==> src/rtl/punc_control.sv <==
// Multi-cycle control FSM for the PUnC LC3 datapath: decodes ir and drives every datapath strobe/select.
// Optional PUNC_INSTR_COUNT_EN adds a retired-instruction counter output (instr_count).
module punc_control (
  input  logic        clk,
  input  logic        rst,
  input  logic [15:0] ir,
  output logic        mem_wr_en,
  output logic [2:0]  mem_r_addr_sel,
  output logic        state2_STI,
  output logic        STR,
  output logic [2:0]  RF_wr_addr,
  output logic        RF_wr_en,
  output logic [2:0]  RF_r_addr_0,
  output logic [2:0]  RF_r_addr_1,
  output logic [1:0]  RF_w_data_sel,
  output logic        ir_ld,
  output logic        JMP_RET_JSRR,
  output logic        pc_ld,
  output logic        pc_clr,
  output logic        pc_up,
  output logic        add_const,
  output logic [1:0]  alu_sel,
  output logic        cc_en,
  output logic        n,
  output logic        z,
  output logic        p,
  output logic [10:0] const_n,
  output logic [3:0]  SEXT_Select,
  output logic        halted
`ifdef PUNC_INSTR_COUNT_EN
  ,
  output logic [15:0] instr_count
`endif
);

  typedef enum logic [2:0] {
    INIT,
    FETCH,
    DECODE,
    EXEC1,
    EXEC2,
    CC_UPD,
    HALT
  } state_t;

  localparam logic [3:0] OP_BR   = 4'b0000;
  localparam logic [3:0] OP_ADD  = 4'b0001;
  localparam logic [3:0] OP_LD   = 4'b0010;
  localparam logic [3:0] OP_ST   = 4'b0011;
  localparam logic [3:0] OP_JSR  = 4'b0100;
  localparam logic [3:0] OP_AND  = 4'b0101;
  localparam logic [3:0] OP_LDR  = 4'b0110;
  localparam logic [3:0] OP_STR  = 4'b0111;
  localparam logic [3:0] OP_NOT  = 4'b1001;
  localparam logic [3:0] OP_LDI  = 4'b1010;
  localparam logic [3:0] OP_STI  = 4'b1011;
  localparam logic [3:0] OP_JMP  = 4'b1100;
  localparam logic [3:0] OP_LEA  = 4'b1110;
  localparam logic [3:0] OP_TRAP = 4'b1111;

  localparam logic [1:0] ALU_PASS = 2'd0;
  localparam logic [1:0] ALU_ADD  = 2'd1;
  localparam logic [1:0] ALU_AND  = 2'd2;
  localparam logic [1:0] ALU_NOT  = 2'd3;

  localparam logic [3:0] SEXT_IMM5  = 4'b1000;
  localparam logic [3:0] SEXT_OFF6  = 4'b0100;
  localparam logic [3:0] SEXT_OFF9  = 4'b0010;
  localparam logic [3:0] SEXT_OFF11 = 4'b0001;

  localparam logic [1:0] WD_ALU  = 2'd0;
  localparam logic [1:0] WD_PC   = 2'd1;
  localparam logic [1:0] WD_MEM  = 2'd2;
  localparam logic [1:0] WD_PCOF = 2'd3;

  state_t     state, next_state;
  logic [3:0] opcode;
  logic [2:0] dr, sr1;

  assign opcode = ir[15:12];
  assign dr     = ir[11:9];
  assign sr1    = ir[8:6];

  always_ff @(posedge clk) begin
    if (rst) state <= INIT;
    else     state <= next_state;
  end

  always_comb begin
    next_state = INIT;
    case (state)
      INIT:   next_state = FETCH;
      FETCH:  next_state = DECODE;
      DECODE: next_state = (opcode == OP_TRAP) ? HALT : EXEC1;
      EXEC1: begin
        case (opcode)
          OP_LD, OP_LDR, OP_LEA: next_state = CC_UPD;
          OP_LDI, OP_STI:        next_state = EXEC2;
          default:               next_state = FETCH;
        endcase
      end
      EXEC2:  next_state = (opcode == OP_LDI) ? CC_UPD : FETCH;
      CC_UPD: next_state = FETCH;
      HALT:   next_state = HALT;
      default: next_state = INIT;
    endcase
  end

  always_comb begin
    mem_wr_en      = 1'b0;
    mem_r_addr_sel = 3'd0;
    state2_STI     = 1'b0;
    STR            = 1'b0;
    RF_wr_addr     = 3'd0;
    RF_wr_en       = 1'b0;
    RF_r_addr_0    = 3'd0;
    RF_r_addr_1    = 3'd0;
    RF_w_data_sel  = WD_ALU;
    ir_ld          = 1'b0;
    JMP_RET_JSRR   = 1'b0;
    pc_ld          = 1'b0;
    pc_clr         = 1'b0;
    pc_up          = 1'b0;
    add_const      = 1'b0;
    alu_sel        = ALU_PASS;
    cc_en          = 1'b0;
    n              = 1'b0;
    z              = 1'b0;
    p              = 1'b0;
    const_n        = ir[10:0];
    SEXT_Select    = 4'b0000;
    halted         = 1'b0;

    case (state)
      INIT: pc_clr = 1'b1;
      FETCH: begin
        mem_r_addr_sel = 3'd0;
        ir_ld          = 1'b1;
        pc_up          = 1'b1;
      end
      EXEC1: begin
        case (opcode)
          OP_ADD, OP_AND: begin
            RF_r_addr_0   = sr1;
            RF_r_addr_1   = ir[2:0];
            add_const     = ir[5];
            SEXT_Select   = SEXT_IMM5;
            alu_sel       = (opcode == OP_ADD) ? ALU_ADD : ALU_AND;
            RF_w_data_sel = WD_ALU;
            RF_wr_addr    = dr;
            RF_wr_en      = 1'b1;
            cc_en         = 1'b1;
          end
          OP_NOT: begin
            RF_r_addr_0   = sr1;
            alu_sel       = ALU_NOT;
            RF_w_data_sel = WD_ALU;
            RF_wr_addr    = dr;
            RF_wr_en      = 1'b1;
            cc_en         = 1'b1;
          end
          OP_LD: begin
            mem_r_addr_sel = 3'd1;
            SEXT_Select    = SEXT_OFF9;
            RF_w_data_sel  = WD_MEM;
            RF_wr_addr     = dr;
            RF_wr_en       = 1'b1;
          end
          OP_LDR: begin
            RF_r_addr_0    = sr1;
            add_const      = 1'b1;
            SEXT_Select    = SEXT_OFF6;
            alu_sel        = ALU_ADD;
            mem_r_addr_sel = 3'd4;
            RF_w_data_sel  = WD_MEM;
            RF_wr_addr     = dr;
            RF_wr_en       = 1'b1;
          end
          OP_LDI, OP_STI: begin
            mem_r_addr_sel = 3'd1;
            SEXT_Select    = SEXT_OFF9;
          end
          OP_LEA: begin
            SEXT_Select   = SEXT_OFF9;
            RF_w_data_sel = WD_PCOF;
            RF_wr_addr    = dr;
            RF_wr_en      = 1'b1;
          end
          OP_ST: begin
            RF_r_addr_0 = dr;
            alu_sel     = ALU_PASS;
            SEXT_Select = SEXT_OFF9;
            mem_wr_en   = 1'b1;
          end
          OP_STR: begin
            STR         = 1'b1;
            RF_r_addr_0 = sr1;
            RF_r_addr_1 = dr;
            add_const   = 1'b1;
            SEXT_Select = SEXT_OFF6;
            alu_sel     = ALU_ADD;
            mem_wr_en   = 1'b1;
          end
          OP_BR: begin
            n           = ir[11];
            z           = ir[10];
            p           = ir[9];
            SEXT_Select = SEXT_OFF9;
          end
          OP_JMP: begin
            RF_r_addr_0  = sr1;
            alu_sel      = ALU_PASS;
            JMP_RET_JSRR = 1'b1;
            pc_ld        = 1'b1;
          end
          OP_JSR: begin
            // R7 takes the already-incremented PC on the same edge the PC loads, so Base=R7 reads the old R7
            if (ir[11]) begin
              SEXT_Select = SEXT_OFF11;
            end else begin
              RF_r_addr_0  = sr1;
              alu_sel      = ALU_PASS;
              JMP_RET_JSRR = 1'b1;
            end
            pc_ld         = 1'b1;
            RF_w_data_sel = WD_PC;
            RF_wr_addr    = 3'd7;
            RF_wr_en      = 1'b1;
          end
          default: ;
        endcase
      end
      EXEC2: begin
        case (opcode)
          OP_LDI: begin
            mem_r_addr_sel = 3'd2;
            RF_w_data_sel  = WD_MEM;
            RF_wr_addr     = dr;
            RF_wr_en       = 1'b1;
          end
          OP_STI: begin
            state2_STI  = 1'b1;
            RF_r_addr_0 = dr;
            alu_sel     = ALU_PASS;
            mem_wr_en   = 1'b1;
          end
          default: ;
        endcase
      end
      CC_UPD: begin
        RF_r_addr_0 = dr;
        alu_sel     = ALU_PASS;
        cc_en       = 1'b1;
      end
      HALT: halted = 1'b1;
      default: ;
    endcase
  end

`ifdef PUNC_INSTR_COUNT_EN
  logic retire;
  assign retire = (state == EXEC1 || state == EXEC2 || state == CC_UPD) && (next_state == FETCH);

  always_ff @(posedge clk) begin
    if (rst)         instr_count <= '0;
    else if (retire) instr_count <= instr_count + 16'd1;
  end
`endif

endmodule

==> config.mk <==
export PLATFORM = sky130hd
export DESIGN_NAME = punc_control
export DESIGN_NICKNAME = d
export VERILOG_FILES = /design/src/rtl/punc_control.sv
export SDC_FILE = /design/constraint.sdc
export NUM_CORES = 1
export LEC_CHECK = 0
export CORE_ASPECT_RATIO = 1.5
export CORE_MARGIN = 5
export CORE_UTILIZATION = 40
export CTS_CLUSTER_SIZE = 14
export DETAILED_ROUTE_END_ITERATION = 8
export DONT_BUFFER_PORTS = 1
export PLACE_DENSITY = 0.53
export SLEW_MARGIN = 20
export SYNTH_ARGS = -nofsm -noshare
export SYNTH_HDL_FRONTEND = slang
export SYNTH_SLANG_ARGS = --single-unit
==> constraint.sdc <==
create_clock -name clk -period 1.5 [get_ports clk]
set_clock_uncertainty 0.2 [all_clocks]
set_input_delay 0.15 -clock clk [delete_from_list [all_inputs] [get_ports clk]]
set_output_delay 0.15 -clock clk [all_outputs]
set_load 0.005 [all_outputs]
## Word level (Yosys, flattened, before mapping)

Cells that the tools add are included.

| operators by class | value |
|---|---|
| eq/ne operators | 19 |
| muxes and demuxes | 52 |
| reductions and logical operators | 16 |

Operator list:

| kind | count |
|---|---|
| 3-bit one-hot mux with 2 select lines | 6 |
| 4-bit equality test (second input constant) | 6 |
| 1-bit two-way mux | 23 |
| 3-bit two-way mux | 6 |
| 3-bit one-hot mux with 3 select lines | 2 |
| 3-bit one-hot mux with 6 select lines | 1 |
| 6-bit OR reduction | 3 |
| 4-bit by 3-bit equality test with 1-bit output (second input constant) | 4 |
| 4-bit one-hot mux with 4 select lines | 1 |
| 2-bit OR reduction | 7 |
| 2-bit one-hot mux with 3 select lines | 2 |
| 1-bit one-hot mux with 2 select lines | 5 |
| 3-bit equality test (second input constant) | 3 |
| 3-bit OR reduction | 3 |
| 4-bit by 2-bit equality test with 1-bit output (second input constant) | 2 |
| 2-bit two-way mux | 4 |
| 7-bit OR reduction | 1 |
| 3-bit by 2-bit equality test with 1-bit output (second input constant) | 2 |
| 4-bit by 1-bit equality test with 1-bit output (second input constant) | 1 |
| 4-bit logical NOT | 1 |
| 4-bit two-way mux | 1 |
| 2-bit one-hot mux with 2 select lines | 1 |
| 3-bit by 1-bit equality test with 1-bit output (second input constant) | 1 |
| 3-bit logical NOT | 1 |

| word-level totals | value |
|---|---|
| register bits | 3 |
| bits of input ports | 18 |
| output and inout port bits | 46 |
| word-level logic and storage cells | 88 |

## Depth between registers and ports, before layout

Gate-level depths: netlist (run 1).

| logic depth | value |
|---|---|
| depth after elaboration | 4 |
| mapped depth | 6 |

## Worst setup path before layout (run 1)

Ideal clock, no wire load.

| timing path | value |
|---|---|
| kind | register to output |
| from | register state[1] |
| to | output port RF_wr_addr[0] |
| arrival time | 1.277 ns |
| data required time | 1.150 ns |
| slack | -0.127 ns |
| cell stages (with the launch flop) | 6 |
| buffers on the path | 1 |
| cell sequence | dfxtp_1 -> buf_6 -> nand2b_4 -> or4_4 -> clkinv_2 -> o22a_1 |

| between the ends | value |
|---|---|
| longest elaborated chain between the ends | 2 |
| elaborated cells on any way between the ends | 3 |

Ends and longest elaborated chain:

| element | RTL line | source |
|---|---|---|
| from (decl) | 76 | `state_t state, next_state;` |
| from (signal assigned) | 86 | `else state <= next_state;` |
| 3-bit equality test / 3-bit by 2-bit equality test with 1-bit output (equally long branches) | 134 | `case (state)` |
| 3-bit one-hot mux with 2 select lines * | 134 |  |
| to (decl) | 11 | `output logic [2:0] RF_wr_addr,` |

Mark *: on every way between the ends. The rest lies on a longest branch, timed or not.

## Final worst setup path (run 1)

| timing path | value |
|---|---|
| from | register state[1] |
| to | output port RF_wr_addr[1] |

The elaborated chain is that of the path after synthesis.

==> impl_results.md, run 1 <==
* CP max stage cell: or4_4
* DRT Pass-1 Iters at 4
* Die width at 46.0 µm
* Largest net degree at the start of global routing at 19
* Gr ovfl total at 0
* Initial DRC count at 15
* Synthesized area per cell at 7.15 µm²
* Ys async rst share at 0
* Switching Fraction at 0.358
* RR Endpoint: state[0]$_SDFF_PP0_
* CTS tree: done
* Die footprint at 2950 µm²
* WL final at 2610 µm
* Worst Setup Start Kind: register
* Pleak at 0.463 nW
* CORE AREA at 1850 µm²
* Reg-to-Reg Start: state[2]$_SDFF_PP0_
* Fin. Hold Viols at 0
* Synth cell types at 39
* Crit path DAT at 1.47 ns
* Gate power share at 0.460
* DR vias/cell at 6.10
* CP Capture Type: output port
* CP Depth at 4
* Worst Reg-to-Reg Cells at 5
* Reg clk slew, reported paths at 0.04 ns
* Post-route DRC at 0
* Peak VDD IR at 0.495 mV
* Worst Hold Class: in2reg
* Number of synthesized flops with an enable pin at 0
* Most common flop cell mapped by yosys: dfxtp_1
* Setup violations, final at 31
* TritonCTS Sinks at 3
* Max reg flops at 3
* Clock buffer depth at 2
* Nets at 139
* Row cnt at 19
* Period utilization at 1.22
* Root Buffer Master: clkbuf_4
* Bufs and invs on worst path at 1
* Pint at 291 µW
* Layout cell share with drive strength beyond 1 at 0.517
* FMAX at 0.548 GHz
* Count of input and output buffers at 0
* Die Span Y at 64.1 µm
* H-tree levels at 1
* First-pass GRT wire length at 4000 µm
* Violated checks: setup timing
* Via count at 860
* Largest regs: state x3
* Placed cell area at 796 µm²
* Cells after Synth at 109
* Final Wtd Congestion at 0.804
* Initial antenna violation count at 0
* YS warnings at 0
* DRT antenna net count at 0
* Critical Path Start: state[1]$_SDFF_PP0_
* Clk pwr share at 0.318
* Crit path time final at 1.82 ns
* Detailed-placement wirelength estimate at 1850 µm
* Syn_nets at 127
* Worst hold slack at 0.0852 ns
* R2R setup slack at -0.01 ns
* Switching power of the nets at 162 µW
* IO Pins at 64
* Worst-path maximum fanout at 5
* Worst path cell trace: nand2b_4 > or4_4 > clkinv_4 > o22a_1
* Final Worst Setup Slack at -0.325 ns
* Critical path destination: RF_wr_addr[1]
* Cell area after synthesis at 779 µm²
* Total CTS buffers at 3
* Critical Path RT at 1.15 ns
* Slew Viols, Final at 0
* Synth Register Bits at 3
* Worst-margin pin slew at 0.429 ns
* Status: finished with violations
* MaxCap Viol Count at 0
* Diode count at 0
* WL per Instance at 18.5 µm
* Initial Util at 0.420
* Flop pwr share at 0.222
* CP delay by family, top: simple AND/OR/NAND/NOR gates
* Number of global-route vias before repair at 833
* Layout area overhead at 41.1%
* Critical setup path kind: reg2out
* Skew-Pair Late Insertion Delay at 0.23 ns
* # fillers at 177
* Total global routing track utilization at 0.176
* PwrDens at 412 nW/µm²
* Worst path max stage delay at 0.51 ns
* Post-synthesis sequential area ratio at 0.0770
* Top reg by flops: state
* Max_slew headroom at 0.713
* Fin area at 1100 µm²
* RSZ-0062 raised after global routing: yes
[final cells by class]
cell class	instances	area (µm²)	share of cell area
multi-input cells	81	713	0.648
well taps	21	26.3	0.0239
flip-flops and latches	3	68.8	0.0626
inverters	6	35.0	0.0319
clock buffers	4	26.3	0.0239
repair buffers	26	230	0.209
[cell usage in the layout, fill, tap and decap left out, types with 3 or more instances in the layout]
cell	netlist	layout
buf_6	3	6
clkbuf_4	0	3
a21oi_2	0	3
buf_4	15	15
a21oi_1	13	8
o22a_1	3	3
nor2_1	8	6
dlygate4sd3_1	0	5
a22o_1	6	6
nand2_1	11	8
nor2b_1	3	3
[tightest hold or removal path: cells and delay by family]
family             cells  cell delay [ns]
AOI/OAI and AO/OA      2             0.28
and+or+nand+nor        1             0.07
[cell families (layout without fill, tap and decap cells)]
logic type / after synthesis / in the layout / share of synthesized area
muxes: 1 / 1 / 0.0193
AOI/OAI and AO/OA: 34 / 34 / 0.323
buffers and inverters: 25 / 36 / 0.225
xor gates and xnor gates: 1 / 1 / 0.0112
DFF: 3 / 3 / 0.0770
and+or+nand+nor: 45 / 45 / 0.345
[what timing repair did]
action                                  CTS  global route
hold endpoints to repair                  3             0
pin swaps                                11             8
endpoints found under the setup margin   32            34
resized for setup                        33            18
hold buffers                              5             0
buffers inserted                          2             3
[worst min-delay path by stage]
stage / startpoint / end / depth (start not counted)
after floorplan: rst / state[0]$_SDFF_PP0_ / 1
after global placement: rst / state[0]$_SDFF_PP0_ / 1
after detailed placement: rst / state[0]$_SDFF_PP0_ / 1
after CTS: ir[13] / state[2]$_SDFF_PP0_ / 3
after global routing: ir[13] / state[2]$_SDFF_PP0_ / 3
final: ir[13] / state[2]$_SDFF_PP0_ / 3
[power by group through the flow]
stage          Combinational, mW  Sequential (mW)  Clock (mW)
3_5_place_dp               0.139           0.0998           0
6_report                   0.208            0.100       0.144
3_3_place_gp               0.139           0.0995           0
5_1_grt                    0.226            0.101       0.162
2_1_floorplan              0.155           0.0968           0
4_1_cts                    0.183            0.100       0.149
[per-stage QoR]
| step | instances | setup TNS, ns | power (mW) | setup WS [ns] | util |
|---|---|---|---|---|---|
| global placement | 129 | -0.827 | 0.238 | -0.0722 | 0.429 |
| global route | 141 | -7.92 | 0.490 | -0.386 | 0.593 |
| floorplan | 109 | -0.767 | 0.252 | -0.123 | - |
| CTS | 139 | -5.92 | 0.432 | -0.319 | 0.543 |
| finish | 141 | -6.03 | 0.453 | -0.325 | 0.593 |
| detailed placement | 129 | -1.17 | 0.239 | -0.121 | 0.429 |
[cell usage after synthesis (2+ instances only)]
library cell	instances	area (µm²)
a31oi_1	2	12.5
nor2_1	8	30.0
nand2_1	11	41.3
nor4b_1	3	26.3
a22o_1	6	52.6
inv_1	5	18.8
o21ai_0	2	10.0
or3_1	2	12.5
dfxtp_1	3	60.1
buf_6	3	33.8
o21a_1	2	15.0
nor3_1	4	20.0
o22a_1	3	26.3
nor2b_1	3	18.8
a21oi_1	13	65.1
nand2b_1	2	12.5
buf_4	15	113
[routing by layer]
layer,track usage,routed length (µm),part of all wire
met5,0,0,0
met4,0.0391,46,0.018
met2,0.340,1410,0.54
met1,0.166,826,0.32
met3,0.0590,333,0.13
(Power assumes the default switching activity.)
==> inputs of run 2 (changes only) <==
Settings changed: CORE_UTILIZATION 40 to 30, PLACE_DENSITY 0.53 to 0.42.
==> run 2 against run 1 <==
The flow still finishes with violations (setup timing). Clock-buffer cell count stayed put. Register-to-register slack lost 0.07 ns. Clock power barely moved. Die area is 27% higher. Cell area increased by 11%. Sequential cell count stayed put. First-iteration DRC count rose by 13%. Maximum frequency down 0.63%. Global-route usage shrank 2.7 points. Final cell count up 8.5%. Worst setup slack got worse by 0.012 ns. Via count increased by 8.6%. Critical path type unchanged. Largest power group unchanged.
==> impl_results.md, run 2 (synthesized netlist as in run 1, its figures left out) <==
* Crit path time final at 1.84 ns (+0.0115 ns)
* MaxCap Viol Count at 0 (unchanged)
* WL final at 3030 µm (+16%)
* Initial DRC count at 17 (+2)
* Largest net degree at the start of global routing at 19 (unchanged)
* FMAX at 0.545 GHz (-0.63%)
* Number of global-route vias before repair at 868 (+4.2%)
* Setup violations, final at 32 (+3.2%)
* Final Worst Setup Slack at -0.336 ns (-0.0115 ns)
* Final Util at 0.495 (-0.0982)
* Post-route DRC at 0 (unchanged)
* Worst Setup Start Kind: register
* Power, Total at 498 µW (+10%)
* Clock buffer depth at 2 (unchanged)
* Root Buffer Master: clkbuf_4
* Gr ovfl total at 0 (unchanged)
* Layout area overhead at 57.3%
* Final Wtd Congestion at 0.820 (+2.1%)
* Detailed-placement wirelength estimate at 2020 µm (+9.2%)
* Max reg flops at 3 (unchanged)
* Total CTS buffers at 3 (unchanged)
* Count of input and output buffers at 0 (unchanged)
* Pleak at 0.528 nW (+14%)
* Diode count at 0 (unchanged)
* Via count at 934 (+8.6%)
* Die Span Y at 72.4 µm (+13%)
* DR WL met3 at 246 µm (-26%)
* Die width at 51.6 µm (+12%)
* Worst hold slack at 0.100 ns (+0.0148 ns)
* Highest metal layer with signal wires: met4
* CTS tree: done
* RSZ-0062 raised after global routing: yes
* Initial antenna violation count at 0 (unchanged)
* Layout cell share with drive strength beyond 1 at 0.581 (+0.0647)
* Nets at 148 (+6.5%)
* Die footprint at 3740 µm² (+27%)
* Skew-Pair Late Insertion Delay at 0.24 ns (about the same)
* Metal-1 WL at 1040 µm (+26%)
* Commonest non-fill, non-tap cell in the layout: buf_4
* Largest regs: state x3
* Reg clk slew, reported paths at 0.03 ns (about the same)
* Worst Hold Class: in2out
* Initial Util at 0.315 (-0.106)
* IO Pins at 64 (unchanged)
* PwrDens at 406 nW/µm² (-1.3%)
* First-pass GRT wire length at 4330 µm (+8.1%)
* WL met2 at 1670 µm (+19%)
* Crit path DAT at 1.49 ns (+0.02 ns)
* Critical Path RT at 1.15 ns (about the same)
* Slew Viols, Final at 0 (unchanged)
* H-tree levels at 1 (unchanged)
* Critical setup path kind: reg2out
* Period utilization at 1.22 (+0.00767)
* Violated checks: setup timing
* Worst-margin pin slew at 0.450 ns (+0.0213 ns)
* Top reg by flops: state
* Peak VDD IR at 0.425 mV (-14%)
* Most frequent cells in the layout: buf_4, buf_6, a21oi_1, nand2_1, a22o_1
* DRT antenna net count at 0 (unchanged)
* DRT Pass-1 Iters at 4 (unchanged)
* Max_slew headroom at 0.699 (-0.0143)
* Total global routing track utilization at 0.149 (-0.0270)
* CP Capture Type: output port
* TritonCTS Sinks at 3 (unchanged)
* Row cnt at 22 (+3)
* Status: finished with violations
* WL per Instance at 19.8 µm (+6.7%)
* Fin. Hold Viols at 0 (unchanged)
* Worst-path maximum fanout at 4 (-1)
* CORE AREA at 2480 µm² (+34%)
* DR vias/cell at 6.10 (about the same)
-- run 2: final cells by class --
| cell class | instances | area [µm²] |
|---|---|---|
| Multi-Input combinational cell | 81 | 753 |
| Sequential cell | 3 | 68.8 |
| Clock buffer | 4 | 26.3 |
| Tap cell | 24 | 30.0 |
| Fill cell | 260 | 1250 |
| Timing Repair Buffer | 35 | 313 |
| Inverter | 6 | 35.0 |
-- run 2: worst max-delay path, cell delays in order (launching register included) --
cell and delay [ns]:
dfxtp_2 0.34, nand3b_4 0.16, mux2_4 0.28, o32ai_4 0.26, a22o_1 0.21
-- run 2: per-stage QoR --
| stage | setup slack (ns) | instance area (µm²) | TNS, ns | instances |
|---|---|---|---|---|
| global placement | -0.122 | 822 | -1.04 | 135 |
| detailed placement | -0.116 | 822 | -1.30 | 135 |
| finish | -0.336 | 1230 | -6.81 | 153 |
| floorplan | -0.123 | 786 | -0.767 | 109 |
| CTS | -0.345 | 1080 | -6.29 | 149 |
| global route | -0.415 | 1230 | -8.81 | 153 |
-- run 2: where the power goes --
part / internal, mW / switching [mW] / leakage, nW / total [mW]
sequential: 0.0884 / 0.0120 / 0.0264 / 0.100
clock: 0.0997 / 0.0430 / 0.0150 / 0.143
combinational: 0.130 / 0.125 / 0.486 / 0.255
-- run 2: what timing repair did --
item,CTS,global route
hold buffers,5,0
setup buffers,5,5
endpoints found under the setup margin,32,35
hold endpoints to repair,3,0
pin swaps,15,14
resized for setup,39,24
-- run 2: routing by layer --
metal	GRT usage	up-vias
li1	-	426
met1	0.154	445
met3	0.0472	7
met2	0.269	56
met5	0	-
met4	0.0641	0
-- run 2: worst paths after layout --
path / to / slack (ns) / depth (start not counted) / start
max: RF_r_addr_0[1] / -0.34 / 4 / state[2]$_SDFF_PP0_
min: const_n[2] / 0.10 / 0 / ir[2]
max reg2reg: state[0]$_SDFF_PP0_ / -0.08 / 5 / state[2]$_SDFF_PP0_
min reg2reg: state[1]$_SDFF_PP0_ / 0.51 / 4 / state[0]$_SDFF_PP0_
==> inputs of run 3 (changes only) <==
Settings changed: PLACE_DENSITY 0.42 to 0.45.
==> run 3 against run 2 <==
The flow still finishes with violations (setup timing). First-iteration DRC count down 5.9%. Global-route usage down 1.4 points. Utilization decreased by 4.6 points. Critical path depth unchanged. Maximum frequency increased by 0.31%. Die area is the same. Worst setup slack better by 0.0056 ns. Final cell count is 5.2% lower. Highest routed layer unchanged.
==> impl_results.md, run 3 (synthesized netlist as in run 1, its figures left out) <==
* PwrDens at 409 nW/µm² (+0.57%)
* Die footprint at 3740 µm² (unchanged)
* Fin. Hold Viols at 0 (unchanged)
* IO Pins at 64 (unchanged)
* # fillers at 250 (-3.8%)
* Row cnt at 22 (unchanged)
* Slew Viols, Final at 0 (unchanged)
* CTS tree: done
* Layout cell share with drive strength beyond 1 at 0.554 (-0.0277)
* Gr ovfl total at 0 (unchanged)
* Crit path DAT at 1.48 ns (about the same)
* Total global routing track utilization at 0.135 (-0.0137)
* Pleak at 0.476 nW (-9.7%)
* Nets at 140 (-5.4%)
* Skew-Pair Late Insertion Delay at 0.23 ns (about the same)
* Max reg flops at 3 (unchanged)
* Worst hold slack at 0.0869 ns (-0.0131 ns)
* Final Wtd Congestion at 0.851 (+3.7%)
* Initial DRC count at 16 (-1)
* Final Worst Setup Slack at -0.331 ns (+0.00562 ns)
* Critical Path Start: state[1]$_SDFF_PP0_
* Post-route DRC at 0 (unchanged)
* WL per Instance at 18.7 µm (-5.4%)
* Worst-path maximum fanout at 5 (+1)
* Pre-CTS setup slack at -0.122 ns (-0.00575 ns)
* Largest regs: state x3
* H-tree levels at 1 (unchanged)
* Power, Total at 454 µW (-8.9%)
* Root Buffer Master: clkbuf_4
* Most frequent cells in the layout: buf_4, a21oi_1, nand2_1, a22o_1
* DR vias/cell at 5.92 (-3.0%)
* Placed cell area at 807 µm² (-1.8%)
* CP max stage cell: or4_4
* Count of input and output buffers at 0 (unchanged)
* DRT Pass-1 Iters at 4 (unchanged)
* Clock buffer depth at 2 (unchanged)
* Number of global-route vias before repair at 829 (-4.5%)
* Critical setup path kind: reg2out
* First-pass GRT wire length at 3970 µm (-8.3%)
* Detailed-placement wirelength estimate at 1930 µm (-4.6%)
* MaxCap Viol Count at 0 (unchanged)
* FMAX at 0.546 GHz (+0.31%)
* DRT antenna net count at 0 (unchanged)
* Status: finished with violations
* Largest net degree at the start of global routing at 19 (unchanged)
* Worst Hold Class: in2reg
* Die width at 51.6 µm (unchanged)
* WL final at 2710 µm (-10%)
* Worst Setup Start Kind: register
* Violated checks: setup timing
* Commonest non-fill, non-tap cell in the layout: buf_4
* Diode count at 0 (unchanged)
* Initial antenna violation count at 0 (unchanged)
* Reg-to-Reg Start: state[2]$_SDFF_PP0_
* Crit path time final at 1.83 ns (-0.00562 ns)
* Peak VDD IR at 0.460 mV (+8.3%)
* RSZ-0062 raised after global routing: yes
* Layout area overhead at 42.5%
* Sum Neg Setup Slack at -5.69 ns (+1.12 ns)
* Worst-margin pin slew at 0.329 ns (-0.121 ns)
* Finished Layout Cells at 145 (-5.2%)
* Worst path cell trace: nand2b_4 > or4_4 > clkinv_4 > o22a_1
* Final Util at 0.448 (-0.0465)
* Critical Path RT at 1.15 ns (about the same)
* Via count at 859 (-8.0%)
* Die Span Y at 72.4 µm (unchanged)
* Worst path max stage delay at 0.51 ns (+0.17 ns)
* Top reg by flops: state
* CP Capture Type: output port
* Max_slew headroom at 0.780 (+0.0816)
* Reg clk slew, reported paths at 0.04 ns (about the same)
* TritonCTS Sinks at 3 (unchanged)
* Initial Util at 0.315 (unchanged)
* Setup violations, final at 30 (-6.3%)
* Period utilization at 1.22 (-0.00375)
* Fin area at 1110 µm² (-9.4%)
* CORE AREA at 2480 µm² (unchanged)
* Hold Startpoint: ir[13]
* Total CTS buffers at 3 (unchanged)
* Placed cell count at 133 (-1.5%)
## run 3: worst paths after layout
| path | endpoint | slack (ns) | cells past startpoint |
|---|---|---|---|
| setup / recovery | RF_wr_addr[1] | -0.33 | 4 |
| hold / removal | state[2]$_SDFF_PP0_ | 0.09 | 3 |
| setup reg to reg | state[0]$_SDFF_PP0_ | -0.06 | 5 |
| hold reg to reg | state[1]$_SDFF_PP0_ | 0.50 | 3 |
## run 3: what timing repair did
item	4_1_cts	5_1_grt
resized for setup	25	27
endpoints found under the setup margin	33	34
buffers inserted	0	3
pin swaps	4	10
hold endpoints to repair	3	0
hold buffers	5	0
## run 3: power by group
part / internal (mW) / total, mW / switching (mW)
combinational: 0.102 / 0.213 / 0.111
sequential: 0.0884 / 0.100 / 0.0121
clock: 0.0996 / 0.141 / 0.0409
total: 0.290 / 0.454 / 0.164
## run 3: final cells by class
class | count | area [µm²] | area share
sequential | 3 | 68.8 | 0.0619
multi-input combinational | 81 | 724 | 0.652
clock buffer | 4 | 26.3 | 0.0236
inverter | 6 | 35.0 | 0.0315
timing repair buffer | 27 | 226 | 0.204
tap | 24 | 30.0 | 0.0270
## run 3: layer usage
| metal | GRT usage | vias up | share of wire |
|---|---|---|---|
| met1 | 0.142 | 402 | 0.36 |
| li1 | - | 405 | - |
| met3 | 0.0390 | 6 | 0.081 |
| met2 | 0.246 | 46 | 0.55 |
| met5 | 0 | - | 0 |
| met4 | 0.0554 | 0 | 0.017 |
## run 3: worst max-delay path: cells and delay by family, from the launching register on
| kind | cells | cell delay, ns |
|---|---|---|
| flip-flops | 1 | 0.35 |
| AO/OA/AOI/OAI | 1 | 0.15 |
| AND/OR/NAND/NOR | 2 | 0.67 |
| buffers and inverters | 1 | 0.08 |
==> RTL change 1, RTL diff (settings of run 3) <==
The 7 states of `state_t` get a Gray code encoding in 3 bits.
--- a/src/rtl/punc_control.sv
+++ b/src/rtl/punc_control.sv
@@ -34,13 +34,13 @@
 );
 
   typedef enum logic [2:0] {
-    INIT,
-    FETCH,
-    DECODE,
-    EXEC1,
-    EXEC2,
-    CC_UPD,
-    HALT
+    INIT   = 3'b000,
+    FETCH  = 3'b001,
+    DECODE = 3'b011,
+    EXEC1  = 3'b010,
+    EXEC2  = 3'b110,
+    CC_UPD = 3'b111,
+    HALT   = 3'b101
   } state_t;
 
   localparam logic [3:0] OP_BR   = 4'b0000;
Function: no difference found for any inputs over 10 cycles, from zero or initial values and one cycle with rst high; not proved beyond that.
==> RTL change 1 against run 3 <==
The run still ends with negative setup slack left. Clock power shrank 3%. Cell area is 14% higher. Cell count grew 4.8%. Highest routed layer unchanged. Power is 2.4% higher. Sequential cell count unchanged. Critical path type unchanged. Combinational power up 12%. Synthesized area decreased by 2.1%. Routed wire length is 0.11% lower. Setup slack lost 0.12 ns.
==> RTL change 1: results (changes against run 3) <==
INFO  metric power.ir.vdd_worst = 335 µV (-27%)
INFO  metric post-route-worst-setup-slack = -0.455 ns (-0.124 ns)
INFO  metric crit_fanout = 3 (-2)
INFO  metric swShare = 34.2% (-1.9 points)
INFO  metric hpwlAfterDp = 1970 µm (+2.1%)
INFO  metric n_fill_cell = 240 (-4.0%)
INFO  metric synth-seq-area-share = 7.87% (+0.16 points)
INFO  metric place.detailed.instances = 143 (+7.5%)
INFO  metric violations = negative setup slack
INFO  metric synth.area.top_cells = sky130_fd_sc_hd__buf_4 12%, sky130_fd_sc_hd__dfxtp_1 7.9%, sky130_fd_sc_hd__nand2b_1 7.4%
INFO  metric status = finished, violations left
INFO  metric syn-num-nets = 130 (+2.4%)
INFO  metric worst_slew_pin_slew = 0.356 ns (+0.0277 ns)
INFO  metric area_growth_syn_to_layout = 65.7%
INFO  metric worst_r2r_path_depth = 6 (+1)
INFO  metric grt_use_total = 14.7% (+1.1 points)
INFO  metric ys_top_cells_by_count = 12 x sky130_fd_sc_hd__buf_4, 9 x sky130_fd_sc_hd__nand2b_1, 9 x sky130_fd_sc_hd__nor2_1, 9 x sky130_fd_sc_hd__nor3_1
INFO  metric worst-r2r-setup-slack = -0.13 ns (-0.07 ns)
INFO  metric worst_ep_arrival_time = 1.60 ns (+0.12 ns)
INFO  metric setup_violating_endpoint_count_in_the_final_report = 32 (+6.7%)
INFO  metric wire_length_of_the_first_global_routing_pass = 4350 µm (+9.7%)
INFO  metric synth_cell_types = 41 (+5.1%)
INFO  metric worst_hold_slack = 0.0356 ns (-0.0513 ns)
INFO  metric post_drt_wl_per_cell = 17.8 µm (-4.7%)
INFO  metric first_global_vias = 974 (+17%)
INFO  metric drt-vias-per-instance = 5.80 (-2.1%)
INFO  metric fin_setup_tns = -9.28 ns (-3.59 ns)
INFO  metric power_leakage = 0.485 nW (+1.7%)
INFO  metric postRouteWirelength = 2710 µm (-0.11%)
RTL change 1: cell types whose count changed after synthesis, sizes merged, moves of 5 or more:
cell    before  now
nor3         4    9
nand2b       3    9
clkbuf       0    6
a21oi       13    6
nand2       11    6
RTL change 1: final timing paths:
path,from,to
max reg2reg,state[0]$_SDFF_PP0_,state[1]$_SDFF_PP0_
min reg2reg,state[0]$_SDFF_PP0_,state[0]$_SDFF_PP0_
max,state[0]$_SDFF_PP0_,RF_wr_addr[2]
min,ir[13],state[1]$_SDFF_PP0_
RTL change 1: layout make-up:
type / count / area [µm²] / area share, %
well taps: 24 / 30.0 / 2.37
inverters: 2 / 7.51 / 0.593
repair buffers: 34 / 330 / 26.1
clock buffers: 4 / 26.3 / 2.08
multi-input cells: 85 / 807 / 63.8
flip-flops and latches: 3 / 63.8 / 5.04
RTL change 1: logic make-up after synthesis:
family | Yosys count | share of synthesized area [%]
fa+ha+maj | 1 | 1.31
xor+xnor | 2 | 2.30
mux | 1 | 1.48
simple gates | 54 | 41.6
buf+inv | 24 | 19.2
compound gates | 27 | 26.2
flops | 3 | 7.87
RTL change 1: metal layers:
metal / part of all wire [%] / wire, µm / track usage [%] / vias up
met5: 0 / 0 / 0 / -
met4: 2.0 / 53 / 5.09 / 0
met3: 6.9 / 186 / 2.70 / 8
met2: 56 / 1530 / 29.3 / 41
met1: 35 / 942 / 14.3 / 413
li1: - / - / - / 420
RTL change 1: timing repair:
item | in CTS | in global routing
buffers inserted | 5 | 7
pin swaps | 12 | 21
setup endpoints to repair | 33 | 36
hold endpoints to repair | 3 | 0
gates resized for setup | 49 | 25
hold buffers | 1 | 0
RTL change 1: worst max-delay path, stage by stage, from the launching register on:
cell                      delay [ns]
sky130_fd_sc_hd__dfxtp_2        0.32
sky130_fd_sc_hd__or3b_4         0.39
sky130_fd_sc_hd__or3_4          0.41
sky130_fd_sc_hd__nor2_4         0.11
sky130_fd_sc_hd__o21a_1         0.14
RTL change 1: power by group through the flow:
stage / Combinational [mW] / Clock [mW] / Sequential (mW)
finish: 0.238 / 0.137 / 0.0900
global placement: 0.154 / 0 / 0.0893
global route: 0.258 / 0.156 / 0.0912
detailed placement: 0.155 / 0 / 0.0896
CTS: 0.212 / 0.145 / 0.0897
floorplan: 0.142 / 0 / 0.0885
==> RTL change 2, RTL diff (flow settings as in run 3) <==
Made on the original files. Build with the macro `PUNC_INSTR_COUNT_EN` defined.
--- a/src/rtl/punc_control.sv
+++ b/src/rtl/punc_control.sv
@@ -1,5 +1,7 @@
 // Multi-cycle control FSM for the PUnC LC3 datapath: decodes ir and drives every datapath strobe/select.
 // Optional PUNC_INSTR_COUNT_EN adds a retired-instruction counter output (instr_count).
+`define PUNC_INSTR_COUNT_EN
+
 module punc_control (
   input  logic        clk,
   input  logic        rst,
Behaviour (old outputs only; new: instr_count): unchanged (equiv_simple and equiv_induct, registers matched by name and starting in step).
==> RTL change 2 against run 3 <==
Cell area is 110% higher. Routed wire length is 85% higher. Power grew to 2.6 times the old value. Sequential cell count is 16 higher. The run ends with negative hold slack, negative setup slack left. Core utilization is 2.6 points higher. Largest cell class unchanged. Synthesized area is 92% higher. Setup slack worse by 0.048 ns.
==> RTL change 2: results (changes against run 3) <==
INFO  metric status = finished, violations left
INFO  metric violations = negative hold slack, negative setup slack
INFO  metric power_combinational = 0.304 mW (+43%)
INFO  metric worst_hold_startpoint = rst
INFO  metric hpwlAfterDp = 3780 µm (+96%)
INFO  metric share_of_the_core_filled_with_cells_in_the_final_layout = 47.5% (+2.6 points)
INFO  metric hold_critical_path_endpoint = instr_count[11]$_SDFFE_PP0P_
INFO  metric power.ir.vdd_worst = 440 µV (-4.3%)
INFO  metric clock_insertion_delay_worst_skew = 0.26 ns (+0.03 ns)
INFO  metric clock_area_share = 1.96% (-0.41 points)
INFO  metric worst_hold_slack = -0.250 ns (-0.337 ns)
INFO  metric met2_usage_in_global_routing = 28.3% (+3.6 points)
INFO  metric postRouteWirelength = 5030 µm (+85%)
INFO  metric drt-vias-per-instance = 5.35 (-9.6%)
INFO  metric place.detailed.instances = 290 (+120%)
INFO  metric detailed_place.area = 0.00184 mm² (+130%)
INFO  metric reg2reg_to = instr_count[11]$_SDFFE_PP0P_
INFO  metric synth-seq-area-share = 25.4% (+18 points)
INFO  metric num_rows = 31 (+41%)
INFO  metric dr.first_iter.drc_count = 81 (+65)
INFO  metric slowest_delay = 0.36 ns (-0.15 ns)
INFO  metric synth.area.top_cells = sky130_fd_sc_hd__dfxtp_1 25%, sky130_fd_sc_hd__nor2_1 7.0%, sky130_fd_sc_hd__xor2_1 7.0%
INFO  metric synth_cell_types = 41 (+5.1%)
INFO  metric post_route_cells_drive_above_1_share = 46.3% (-9.1 points)
INFO  metric seqAreaFraction = 16.9% (+11 points)
INFO  metric routed-wl-met3 = 358 µm (+62%)
INFO  metric wire_length_of_the_first_global_routing_pass = 7270 µm (+83%)
INFO  metric ys_seq_elements = 19 (+16)
INFO  metric power.switching = 0.332 mW (+100%)
INFO  metric post-route-worst-setup-slack = -0.379 ns (-0.0479 ns)
INFO  metric final_cells = 306 (+110%)
INFO  metric non_clock_buffer_area_share = 23.3% (+2.9 points)
INFO  metric multiInputCombCellCount = 149 (+84%)
INFO  metric footprint_of_the_multi_input_gates = 0.00123 mm² (+69%)
INFO  metric worst-r2r-setup-slack = -0.34 ns (-0.28 ns)
INFO  metric ys_top_cells_by_count = 28 x sky130_fd_sc_hd__nor2_1, 19 x sky130_fd_sc_hd__dfxtp_1, 16 x sky130_fd_sc_hd__nand2_1
INFO  metric first_global_vias = 1579 (+90%)
INFO  metric routed-wl-met2 = 2770 µm (+87%)
INFO  metric buffers = 63 (+130%)
INFO  metric hold_violations = 19 (+19)
INFO  metric global_placement_routability_congestion = 0.813 (-4.4%)
INFO  metric power.clock.fraction = 30.2% (-0.8 points)
INFO  metric sequentialPowerShare = 44.1% (+22 points)
INFO  metric clk_pin_slew_worst_paths = 0.07 ns (+0.03 ns)
INFO  metric pre_cts_setup_slack = -0.276 ns (-0.154 ns)
INFO  metric setup_violating_endpoint_count_in_the_final_report = 50 (+67%)
INFO  metric power_leakage = 0.948 nW (+99%)
INFO  metric grt.met1_usage = 13.6% (-0.51 points)
INFO  metric grt_use_met3 = 2.55% (-1.4 points)
==> RTL change 2: cell types whose count changed after synthesis, sizes merged, moves of 6 or more <==
| cell | run 3 | this run |
|---|---|---|
| and3 | 1 | 8 |
| dfxtp | 3 | 19 |
| xor2 | 1 | 12 |
| nor2 | 9 | 28 |
| o21ai | 2 | 10 |
| o211ai | 0 | 6 |
==> RTL change 2: kinds of logic (layout without fill, tap and decap cells) <==
| group | after synthesis | in the layout | synth area share [%] |
|---|---|---|---|
| mux | 1 | 1 | 0.669 |
| xor+xnor | 12 | 12 | 7.03 |
| compound gates | 52 | 52 | 25.8 |
| buf+inv | 30 | 72 | 12.1 |
| fa+ha+maj | 1 | 1 | 0.837 |
| flops | 19 | 19 | 25.4 |
| simple gates | 83 | 83 | 28.1 |
==> RTL change 2: repair_timing <==
item | 4_1_cts | 5_1_grt
hold endpoints to repair | 19 | 19
setup endpoints to repair | 51 | 53
resized for setup | 40 | 42
pin swaps | 12 | 19
setup buffers | 6 | 9
